## config.mk

```make
export PLATFORM = sky130hd
export DESIGN_NAME = chunk_retry_ctrl
export DESIGN_NICKNAME = d
export VERILOG_FILES = /design/src/rtl/chunk_retry_pkg.sv /design/src/rtl/chunk_retry_ctrl_ckpt_counter.sv /design/src/rtl/chunk_retry_ctrl.sv
export SDC_FILE = /design/constraint.sdc
export NUM_CORES = 1
export LEC_CHECK = 0
export ABC_AREA = 1
export ABC_CLOCK_PERIOD_IN_PS = 2200
export BUFFER_PORTS_ARGS = -buffer_cell sky130_fd_sc_hd__buf_4
export CAP_MARGIN = 20
export CORE_ASPECT_RATIO = 1.4
export CORE_MARGIN = 5
export CORE_UTILIZATION = 45
export CTS_BUF_LIST = sky130_fd_sc_hd__clkbuf_8 sky130_fd_sc_hd__clkbuf_16
export DETAILED_ROUTE_END_ITERATION = 7
export GPL_TIMING_DRIVEN = 1
export SLEW_MARGIN = 20
export SYNTH_ARGS = -nofsm -noshare
export SYNTH_HDL_FRONTEND = slang
export SYNTH_HIERARCHICAL = 1
export SYNTH_SLANG_ARGS = --single-unit
```

## constraint.sdc

```tcl
create_clock -name clk -period 2.2 [get_ports clk]
set_input_delay 0.55 -clock clk [delete_from_list [all_inputs] [get_ports clk]]
set_output_delay 0.55 -clock clk [all_outputs]
set_load 0.05 [all_outputs]
```

## src/rtl/chunk_retry_pkg.sv

```systemverilog
// Shared types for the chunked retry sequencer: FSM state encoding.
package chunk_retry_pkg;
    localparam int STATE_W = 3;

    typedef enum logic [STATE_W-1:0] {
        S_IDLE      = 3'd0,
        S_CKPT      = 3'd1,
        S_SEND      = 3'd2,
        S_WAIT_RESP = 3'd3,
        S_DONE      = 3'd4,
        S_ERROR     = 3'd5
    } state_t;
endpackage

```

## src/rtl/chunk_retry_ctrl_ckpt_counter.sv

```systemverilog
// Beat counter with a checkpoint register; a chunk replay reloads the count from the checkpoint.
module ckpt_counter #(
    parameter int CNT_BITS = 8
) (
    input  logic                clk,
    input  logic                n_rst,
    input  logic                i_clear,
    input  logic                i_count_en,
    input  logic                i_save,
    input  logic                i_revert,
    output logic [CNT_BITS-1:0] o_count,
    output logic [CNT_BITS-1:0] o_ckpt
);
    logic [CNT_BITS-1:0] r_count;
    logic [CNT_BITS-1:0] r_ckpt;

    always_ff @(posedge clk or negedge n_rst) begin
        if (!n_rst) begin
            r_count <= '0;
            r_ckpt  <= '0;
        end else begin
            if (i_save)
                r_ckpt <= r_count;
            // clear wins over revert, revert wins over counting
            if (i_clear)
                r_count <= '0;
            else if (i_revert)
                r_count <= r_ckpt;
            else if (i_count_en)
                r_count <= r_count + CNT_BITS'(1);
        end
    end

    assign o_count = r_count;
    assign o_ckpt  = r_ckpt;
endmodule

```

## src/rtl/chunk_retry_ctrl.sv

```systemverilog
// Chunked transfer sequencer: issues beats per chunk, waits for ACK/NAK, replays NAKed chunks.
module chunk_retry_ctrl
    import chunk_retry_pkg::*;
#(
    parameter int CNT_BITS   = 8,
    parameter int MAX_RETRY  = 3,
    parameter int RETRY_BITS = 2
) (
    input  logic                  clk,
    input  logic                  n_rst,
    input  logic                  i_start,
    input  logic [CNT_BITS-1:0]   i_total_len,
    input  logic [CNT_BITS-1:0]   i_chunk_len,
    input  logic                  i_abort,
    input  logic                  i_beat_ready,
    input  logic                  i_resp_valid,
    input  logic                  i_resp_nak,
    output logic                  o_beat_valid,
    output logic [CNT_BITS-1:0]   o_beat_idx,
    output logic                  o_chunk_last,
    output logic                  o_busy,
    output logic                  o_done,
    output logic                  o_error,
    output logic [RETRY_BITS-1:0] o_retry_cnt
);
    state_t                r_state;
    state_t                w_state_nxt;
    logic [CNT_BITS-1:0]   r_total_len;
    logic [CNT_BITS-1:0]   r_chunk_len;
    logic [CNT_BITS-1:0]   r_chunk_cnt;
    logic [RETRY_BITS-1:0] r_retry_cnt;

    logic                  w_clear, w_save, w_revert, w_cnt_en;
    logic                  w_latch, w_chunk_clr, w_chunk_inc;
    logic                  w_retry_clr, w_retry_inc;
    logic                  w_chunk_last;
    logic [CNT_BITS-1:0]   w_beat_idx;
    logic [CNT_BITS-1:0]   w_ckpt;

    ckpt_counter #(
        .CNT_BITS (CNT_BITS)
    ) u_ckpt_counter (
        .clk        (clk),
        .n_rst      (n_rst),
        .i_clear    (w_clear),
        .i_count_en (w_cnt_en),
        .i_save     (w_save),
        .i_revert   (w_revert),
        .o_count    (w_beat_idx),
        .o_ckpt     (w_ckpt)
    );

    // Chunk ends on its own length or on the final beat of the transfer (short last chunk)
    assign w_chunk_last = (r_state == S_SEND) &&
                          ((r_chunk_cnt == r_chunk_len - CNT_BITS'(1)) ||
                           (w_beat_idx == r_total_len - CNT_BITS'(1)));

    always_ff @(posedge clk or negedge n_rst) begin
        if (!n_rst)
            r_state <= S_IDLE;
        else
            r_state <= w_state_nxt;
    end

    always_comb begin
        w_state_nxt = r_state;
        w_clear     = 1'b0;
        w_save      = 1'b0;
        w_revert    = 1'b0;
        w_cnt_en    = 1'b0;
        w_latch     = 1'b0;
        w_chunk_clr = 1'b0;
        w_chunk_inc = 1'b0;
        w_retry_clr = 1'b0;
        w_retry_inc = 1'b0;
        case (r_state)
            S_IDLE: begin
                if (i_start) begin
                    w_latch = 1'b1;
                    if (i_total_len != '0) begin
                        w_clear     = 1'b1;
                        w_retry_clr = 1'b1;
                        w_state_nxt = S_CKPT;
                    end else begin
                        w_state_nxt = S_DONE;
                    end
                end
            end
            S_CKPT: begin
                w_save      = 1'b1;
                w_chunk_clr = 1'b1;
                w_retry_clr = 1'b1;
                w_state_nxt = S_SEND;
            end
            S_SEND: begin
                if (i_beat_ready) begin
                    w_cnt_en    = 1'b1;
                    w_chunk_inc = 1'b1;
                    if (w_chunk_last)
                        w_state_nxt = S_WAIT_RESP;
                end
            end
            S_WAIT_RESP: begin
                if (i_resp_valid) begin
                    if (!i_resp_nak) begin
                        w_state_nxt = (w_beat_idx == r_total_len) ? S_DONE : S_CKPT;
                    end else if (r_retry_cnt == RETRY_BITS'(MAX_RETRY)) begin
                        w_state_nxt = S_ERROR;
                    end else begin
                        w_retry_inc = 1'b1;
                        w_revert    = 1'b1;
                        w_chunk_clr = 1'b1;
                        w_state_nxt = S_SEND;
                    end
                end
            end
            S_DONE:  w_state_nxt = S_IDLE;
            S_ERROR: w_state_nxt = S_IDLE;
            default: w_state_nxt = S_IDLE;
        endcase
        // Abort overrides everything; latched lengths and counters keep their values
        if (i_abort && (r_state != S_IDLE)) begin
            w_state_nxt = S_IDLE;
            w_clear     = 1'b0;
            w_save      = 1'b0;
            w_revert    = 1'b0;
            w_cnt_en    = 1'b0;
            w_chunk_clr = 1'b0;
            w_chunk_inc = 1'b0;
            w_retry_clr = 1'b0;
            w_retry_inc = 1'b0;
        end
    end

    always_ff @(posedge clk or negedge n_rst) begin
        if (!n_rst) begin
            r_total_len <= '0;
            r_chunk_len <= '0;
            r_chunk_cnt <= '0;
            r_retry_cnt <= '0;
        end else begin
            if (w_latch) begin
                r_total_len <= i_total_len;
                r_chunk_len <= (i_chunk_len == '0) ? CNT_BITS'(1) : i_chunk_len;
            end
            if (w_chunk_clr)
                r_chunk_cnt <= '0;
            else if (w_chunk_inc)
                r_chunk_cnt <= r_chunk_cnt + CNT_BITS'(1);
            if (w_retry_clr)
                r_retry_cnt <= '0;
            else if (w_retry_inc)
                r_retry_cnt <= r_retry_cnt + RETRY_BITS'(1);
        end
    end

    assign o_beat_valid = (r_state == S_SEND);
    assign o_beat_idx   = w_beat_idx;
    assign o_chunk_last = w_chunk_last;
    assign o_busy       = (r_state != S_IDLE);
    assign o_done       = (r_state == S_DONE);
    assign o_error      = (r_state == S_ERROR);
    assign o_retry_cnt  = r_retry_cnt;
endmodule

```

# [Word-level counts from Yosys, hierarchy flattened]
# Index checks and enable logic that the tools add are counted.
[totals] ff_bits=45 in_bits=23 out_inout_bits=15 elab_cells=74
[op_classes] n_addsub=5 eq_ne=13 mux=38 n_reduce_logical=11
[ops] operator="8-bit 2-to-1 mux" count=6
[ops] operator="3-bit 2-to-1 mux" count=9
[ops] operator="8-bit equality test" count=3
[ops] operator="1-bit 2-to-1 mux" count=18
[ops] operator="8-bit by 1-bit adder with 8-bit output, second input constant" count=2
[ops] operator="8-bit by 1-bit subtractor with 8-bit output, second input constant" count=2
[ops] operator="3-bit one-hot mux with 4 select lines" count=1
[ops] operator="8-bit zero test" count=1
[ops] operator="8-bit nonzero test" count=1
[ops] operator="3-bit by 2-bit equality test with 1-bit output, second input constant" count=2
[ops] operator="3-bit equality test, second input constant" count=2
[ops] operator="3-bit != test, second input constant" count=2
[ops] operator="3-bit nonzero test" count=2
[ops] operator="2-bit 2-to-1 mux" count=2
[ops] operator="1-bit one-hot mux with 2 select lines" count=2
[ops] operator="4-bit AND reduction" count=1
[ops] operator="2-bit nonzero test" count=2
[ops] operator="3-bit by 1-bit equality test with 1-bit output, second input constant" count=1
[ops] operator="3-bit zero test" count=1
[ops] operator="3-bit by 1-bit != test with 1-bit output, second input constant" count=1
[ops] operator="3-bit by 2-bit != test with 1-bit output, second input constant" count=1
[ops] operator="2-bit by 1-bit adder with 2-bit output, second input constant" count=1
[ops] operator="2-bit equality test, second input constant" count=1
[ops] operator="1-bit logical AND" count=2
[ops] operator="1-bit logical OR" count=1

# [Logic depth before layout (Yosys ltp)]
[depth] word_depth=8 mapped_depth=14 mapped_depth_nobuf=14

# [By module]
# The synthesis kept the hierarchy.
[by_module_without_submodules] module="chunk_retry_ctrl" n_inst=1 cells_each=313 area_per_inst_um2=2093.3 seq_area_each_um2=725.7
[by_module_without_submodules] module="ckpt_counter" n_inst=1 cells_each=109 area_per_inst_um2=823.3 seq_area_each_um2=400.4

# [Least setup slack after synthesis]
# Ideal clock, no wire load.
[synth_path] path_kind="reg-to-output" startpoint="reg u_ckpt_counter.r_count[4], in the netlist u_ckpt_counter/o_count[4]" endpoint="out o_chunk_last" arrival_ps=2072 t_required_ps=1650 slack_ps=-422 path_stages_with_launch=9 path_buffers=0 path_cell_list="dfrtp_1 > inv_1 > nand2_1 > nand2_1 > nand2_1 > nand3_1 > nor2_1 > nand3_1 > a21oi_1"
[synth_via] elab_chain_len=3
[synth_rtl] element="start, declared" line="chunk_retry_ctrl_ckpt_counter.sv:14" text="logic [CNT_BITS-1:0] r_count;"
[synth_rtl] element="start signal, assigned" line="chunk_retry_ctrl_ckpt_counter.sv:28" text="r_count <= r_ckpt;"
[synth_rtl] element="start signal, assigned" line="chunk_retry_ctrl_ckpt_counter.sv:30" text="r_count <= r_count + CNT_BITS'(1);"
[synth_rtl] element="8-bit equality test" line="chunk_retry_ctrl.sv:56" text="(w_beat_idx == r_total_len - CNT_BITS'(1)));"
[synth_rtl] element="1-bit logical OR" line="chunk_retry_ctrl.sv:55" text="((r_chunk_cnt == r_chunk_len - CNT_BITS'(1)) ||"
[synth_rtl] element="1-bit logical AND" line="chunk_retry_ctrl.sv:54" text="assign w_chunk_last = (r_state == S_SEND) &&"
[synth_rtl] element="end, declared" line="chunk_retry_ctrl.sv:20" text="output logic o_chunk_last,"
# Every way passes these cells.

# [Worst setup path in the final report]
[layout_path] startpoint="reg r_total_len[1]" endpoint="out o_chunk_last"
[layout_via] elab_chain_len=4
[layout_rtl] element="start, declared" line="chunk_retry_ctrl.sv:28" text="logic [CNT_BITS-1:0] r_total_len;"
[layout_rtl] element="start signal, assigned" line="chunk_retry_ctrl.sv:143" text="r_total_len <= i_total_len;"
[layout_rtl] element="8-bit by 1-bit subtractor with 8-bit output" line="chunk_retry_ctrl.sv:56"
[layout_rtl] element="8-bit equality test" line="chunk_retry_ctrl.sv:56"
[layout_rtl] element="1-bit logical OR" line="chunk_retry_ctrl.sv:55"
[layout_rtl] element="1-bit logical AND" line="chunk_retry_ctrl.sv:54"
# Every way passes these cells.

==> impl_summary.log <==
INFO  metric max-vdd-ir-drop = 0.641 mV
INFO  metric fin_nets = 508
INFO  metric asyncSetResetFlopFracSynth = 1.00
INFO  metric cts_buffers = 5
INFO  metric netlist_top_cells_area = dfrtp_1 (39%), nand2_1 (17%), inv_1 (7.3%)
INFO  metric ys_seq_elements = 45
INFO  metric wl_met1 = between 2000 and 3000 um
INFO  metric synth_top_family_by_area = simple AND/OR/NAND/NOR gates
INFO  metric pin_count = 38
INFO  metric die_h = 105 um
INFO  metric post_synth_xor_area_fraction = 0.0420
INFO  metric dieArea = roughly 8000 um^2
INFO  metric coreArea = 6250 um^2
INFO  metric worstSetupEndpointType = output port
INFO  metric vias = 2819
INFO  metric wl_met2 = between 4000 and 5000 um
INFO  metric timing.final.ws_setup = -0.234 ns
INFO  metric post_route_cells_drive_above_1_share = 0.214
INFO  metric critical_register_to_register_path_startpoint = r_state[2]$_DFFE_PN0P_
INFO  metric maxCapViolCount = 0
INFO  metric clk_root_buffer_cell = clkbuf_8
INFO  metric clock_sink_count = 45
INFO  metric grt_start_max_net_pins = 46
INFO  metric share_of_the_clock_period_used_by_the_worst_path_after_layout = 1.11
INFO  metric netlist-cell-type-count = 34
INFO  metric critical_path_peak_fanout = 2
INFO  metric critical_path.reg2reg.endpoint = u_ckpt_counter/o_count[1]$_DFFE_PN0P_
INFO  metric timing.fmax = around 0.41 GHz
INFO  metric critPathLaunch = r_total_len[1]$_DFFE_PN0P_
INFO  metric max-clock-path-buffers = 2
INFO  metric route.final.wire_length = about 7400 um
INFO  metric finish.cell_count_without_fillers = 553
INFO  metric final_slew_viol_count = 0
INFO  metric cts-htree-levels = 2
INFO  metric dominantRegCellSynth = dfrtp_1
INFO  metric hold_ws = 0.238 ns
INFO  metric most_common_cell_in_the_netlist = nand2_1
INFO  metric outcome = complete, but fails checks
INFO  metric synthesized_netlist_cell_count = 422
INFO  metric grt_setup_unrepaired = yes
INFO  metric worstSetupStartpointType = flop
INFO  metric drt_drc_violations_left = 0
INFO  metric critPathArrivalTime = roughly 1.9 ns
INFO  metric post_drt_wl_per_cell = 13.3 um
INFO  metric yosys.area.top_type = dfrtp_1
INFO  metric antenna_cells = 0
INFO  metric globalRoute.totalOverflow = 0
INFO  metric placed_cells_incl_taps = 542
INFO  metric number_of_global_route_vias_before_repair = 2863
INFO  metric flow.area_growth_from_synthesis = 22.8%
INFO  metric met3RoutedLength = 222 um
INFO  metric place.gp.congestion = 0.895
INFO  metric setup_violations = 1
INFO  metric final.setup_skew = 0.00923 ns
INFO  metric timing.slew.headroom = 0.607
INFO  metric leakagePower = between 1.5 and 2 nW
INFO  metric ys_seq_area_frac = 0.386
INFO  metric start_util = 0.466
INFO  metric highest_layer = met4
INFO  metric finalHoldViolCount = 0
INFO  metric synth.cells.most_frequent = nand2_1 (133), inv_1 (57), dfrtp_1 (45)
INFO  metric synthesized_cell_area = 2920 um^2
INFO  metric number_of_flops_mapped_to_enable_cells_by_yosys = 0
INFO  metric ant_nets = 0
INFO  metric post_synth_and_or_nand_nor_area_fraction = 0.349
INFO  metric dp_hpwl = just under 6000 um
INFO  metric yosys-mux-area-fraction = 0.00343
INFO  metric tns = -0.234 ns
INFO  metric yosysWarningCount = 6
INFO  metric pre_cts_ws = 0.00182 ns
INFO  metric synth-compound-area-share = 0.109
INFO  metric placed_cell_area = 3390 um^2
INFO  metric detailed_route_iter0_violations = 116
INFO  metric die_w = roughly 80 um
INFO  metric synthAdderAreaFrac = 0.0215
INFO  metric placement_rows = 34
INFO  metric power_density = around 1100 nW/um^2
INFO  metric register_to_register_setup_slack = 0.25 ns
INFO  metric synthesized_area_per_cell = 6.91 um^2
INFO  metric final_period_minus_worst_setup_slack = 2.43 ns
INFO  metric critPathKind = reg -> out
INFO  metric first_pass_grt_wire_length = about 13000 um
INFO  metric clk-insertion-delay-late = 0.30 ns
INFO  metric routed_via_density = 5.10
INFO  metric failed_checks = negative setup slack
INFO  metric antenna_found_initial = 0
INFO  metric tritoncts = yes
INFO  metric rr_worst_depth = 10
INFO  metric worst_slew_pin_slew = 0.589 ns
INFO  metric port_buffers = 37
INFO  metric synth.net_count = 450
INFO  metric drt_pass1_iterations = 4
INFO  metric timing.hold.worst.class = in -> async
INFO  metric stdcell_area = 3580 um^2
INFO  metric clk_pin_slew_worst_paths = 0.09 ns
INFO  metric synth.top_cell.area_share = 0.386
INFO  metric timing.critical_path.required = 1.65 ns
INFO  metric gr-usage-all-layers = 0.190
repair_timing:
action | 4_1_cts | 5_1_grt
gates resized for setup | 6 | 12
buffers inserted | 2 | 1
setup endpoints to repair | 1 | 2
pin swaps | 5 | 9
hold buffers | 0 | 0
through the flow:
step,util,power (mW)
floorplan,-,2.65
global placement,0.542,3.22
detailed placement,0.542,3.24
CTS,0.568,3.97
global route,0.573,4.38
finish,0.573,4.00
state kept, by name, summed over array words and instances (netlist names):
| name | count |
|---|---|
| r_state | 3 |
| r_total_len | 8 |
| u_ckpt_counter/o_ckpt | 8 |
| u_ckpt_counter/o_count | 8 |
| o_retry_cnt | 2 |
| r_chunk_cnt | 8 |
| r_chunk_len | 8 |
critical path, cell delays in order (launching register included):
cell	delay, ns
dfrtp_1	0.38
inv_1	0.07
ha_2	0.32
xor2_1	0.14
nand3_1	0.11
nor2_2	0.10
nand3_2	0.10
a21oi_4	0.18
buf_6	0.17
how the worst max path moves through the flow:
stage                              end  slack, ns  cells after the start
after floorplan           o_chunk_last       0.07                      5
after global placement    o_chunk_last       0.02                      8
after detailed placement  o_chunk_last      0.002                      8
after CTS                 o_chunk_last      -0.25                     10
after global routing      o_chunk_last      -0.38                      8
final                     o_chunk_last      -0.23                      8
area by class of cell:
class,instances,area [um^2]
clock buffers,6,82.6
clock inverters,2,37.5
fillers,630,2670
inverters,61,229
multi-input cells,311,1590
flip-flops and latches,45,1130
well taps,72,90.1
repair buffers,56,424
where the power goes:
| part | total (mW) | internal, mW | switching [mW] |
|---|---|---|---|
| logic | 2.04 | 0.761 | 1.28 |
| registers | 1.30 | 1.05 | 0.251 |
| clock network | 0.662 | 0.370 | 0.292 |
| total | 4.00 | 2.18 | 1.82 |
cells by family after synthesis:
| logic type | count (synthesis) |
|---|---|
| DFF | 45 |
| muxes | 1 |
| adders and majority gates | 5 |
| and+or+nand+nor | 231 |
| xor gates and xnor gates | 14 |
| buffers and inverters | 66 |
| AOI/OAI and AO/OA | 60 |
cells in the final DEF (no fill, tap or decap), drive strengths merged:
master    Yosys  routed
buf           4      56
nand2       135     135
ha            5       5
mux2i         1       1
o21a          1       1
nand4         4       4
o21ai        36      36
nand3        27      27
a22o          1       1
clkinvlp      0       1
dfrtp        45      45
o22ai         2       2
xor2          7       7
clkinv        1       1
nor2         48      48
inv          60      60
bufinv        0       1
nor3         13      13
or2           1       1
nor4          2       2
clkbuf        1       6
a31oi         1       1
and3          1       1
a21oi        19      19
xnor2         7       7
layer usage:
metal	vias up	track usage
met3	23	0.0333
met2	51	0.345
met4	0	0.0857
met1	1294	0.212
met5	-	0
li1	1451	-
Note: power is estimated with default switching activity, not from simulation.
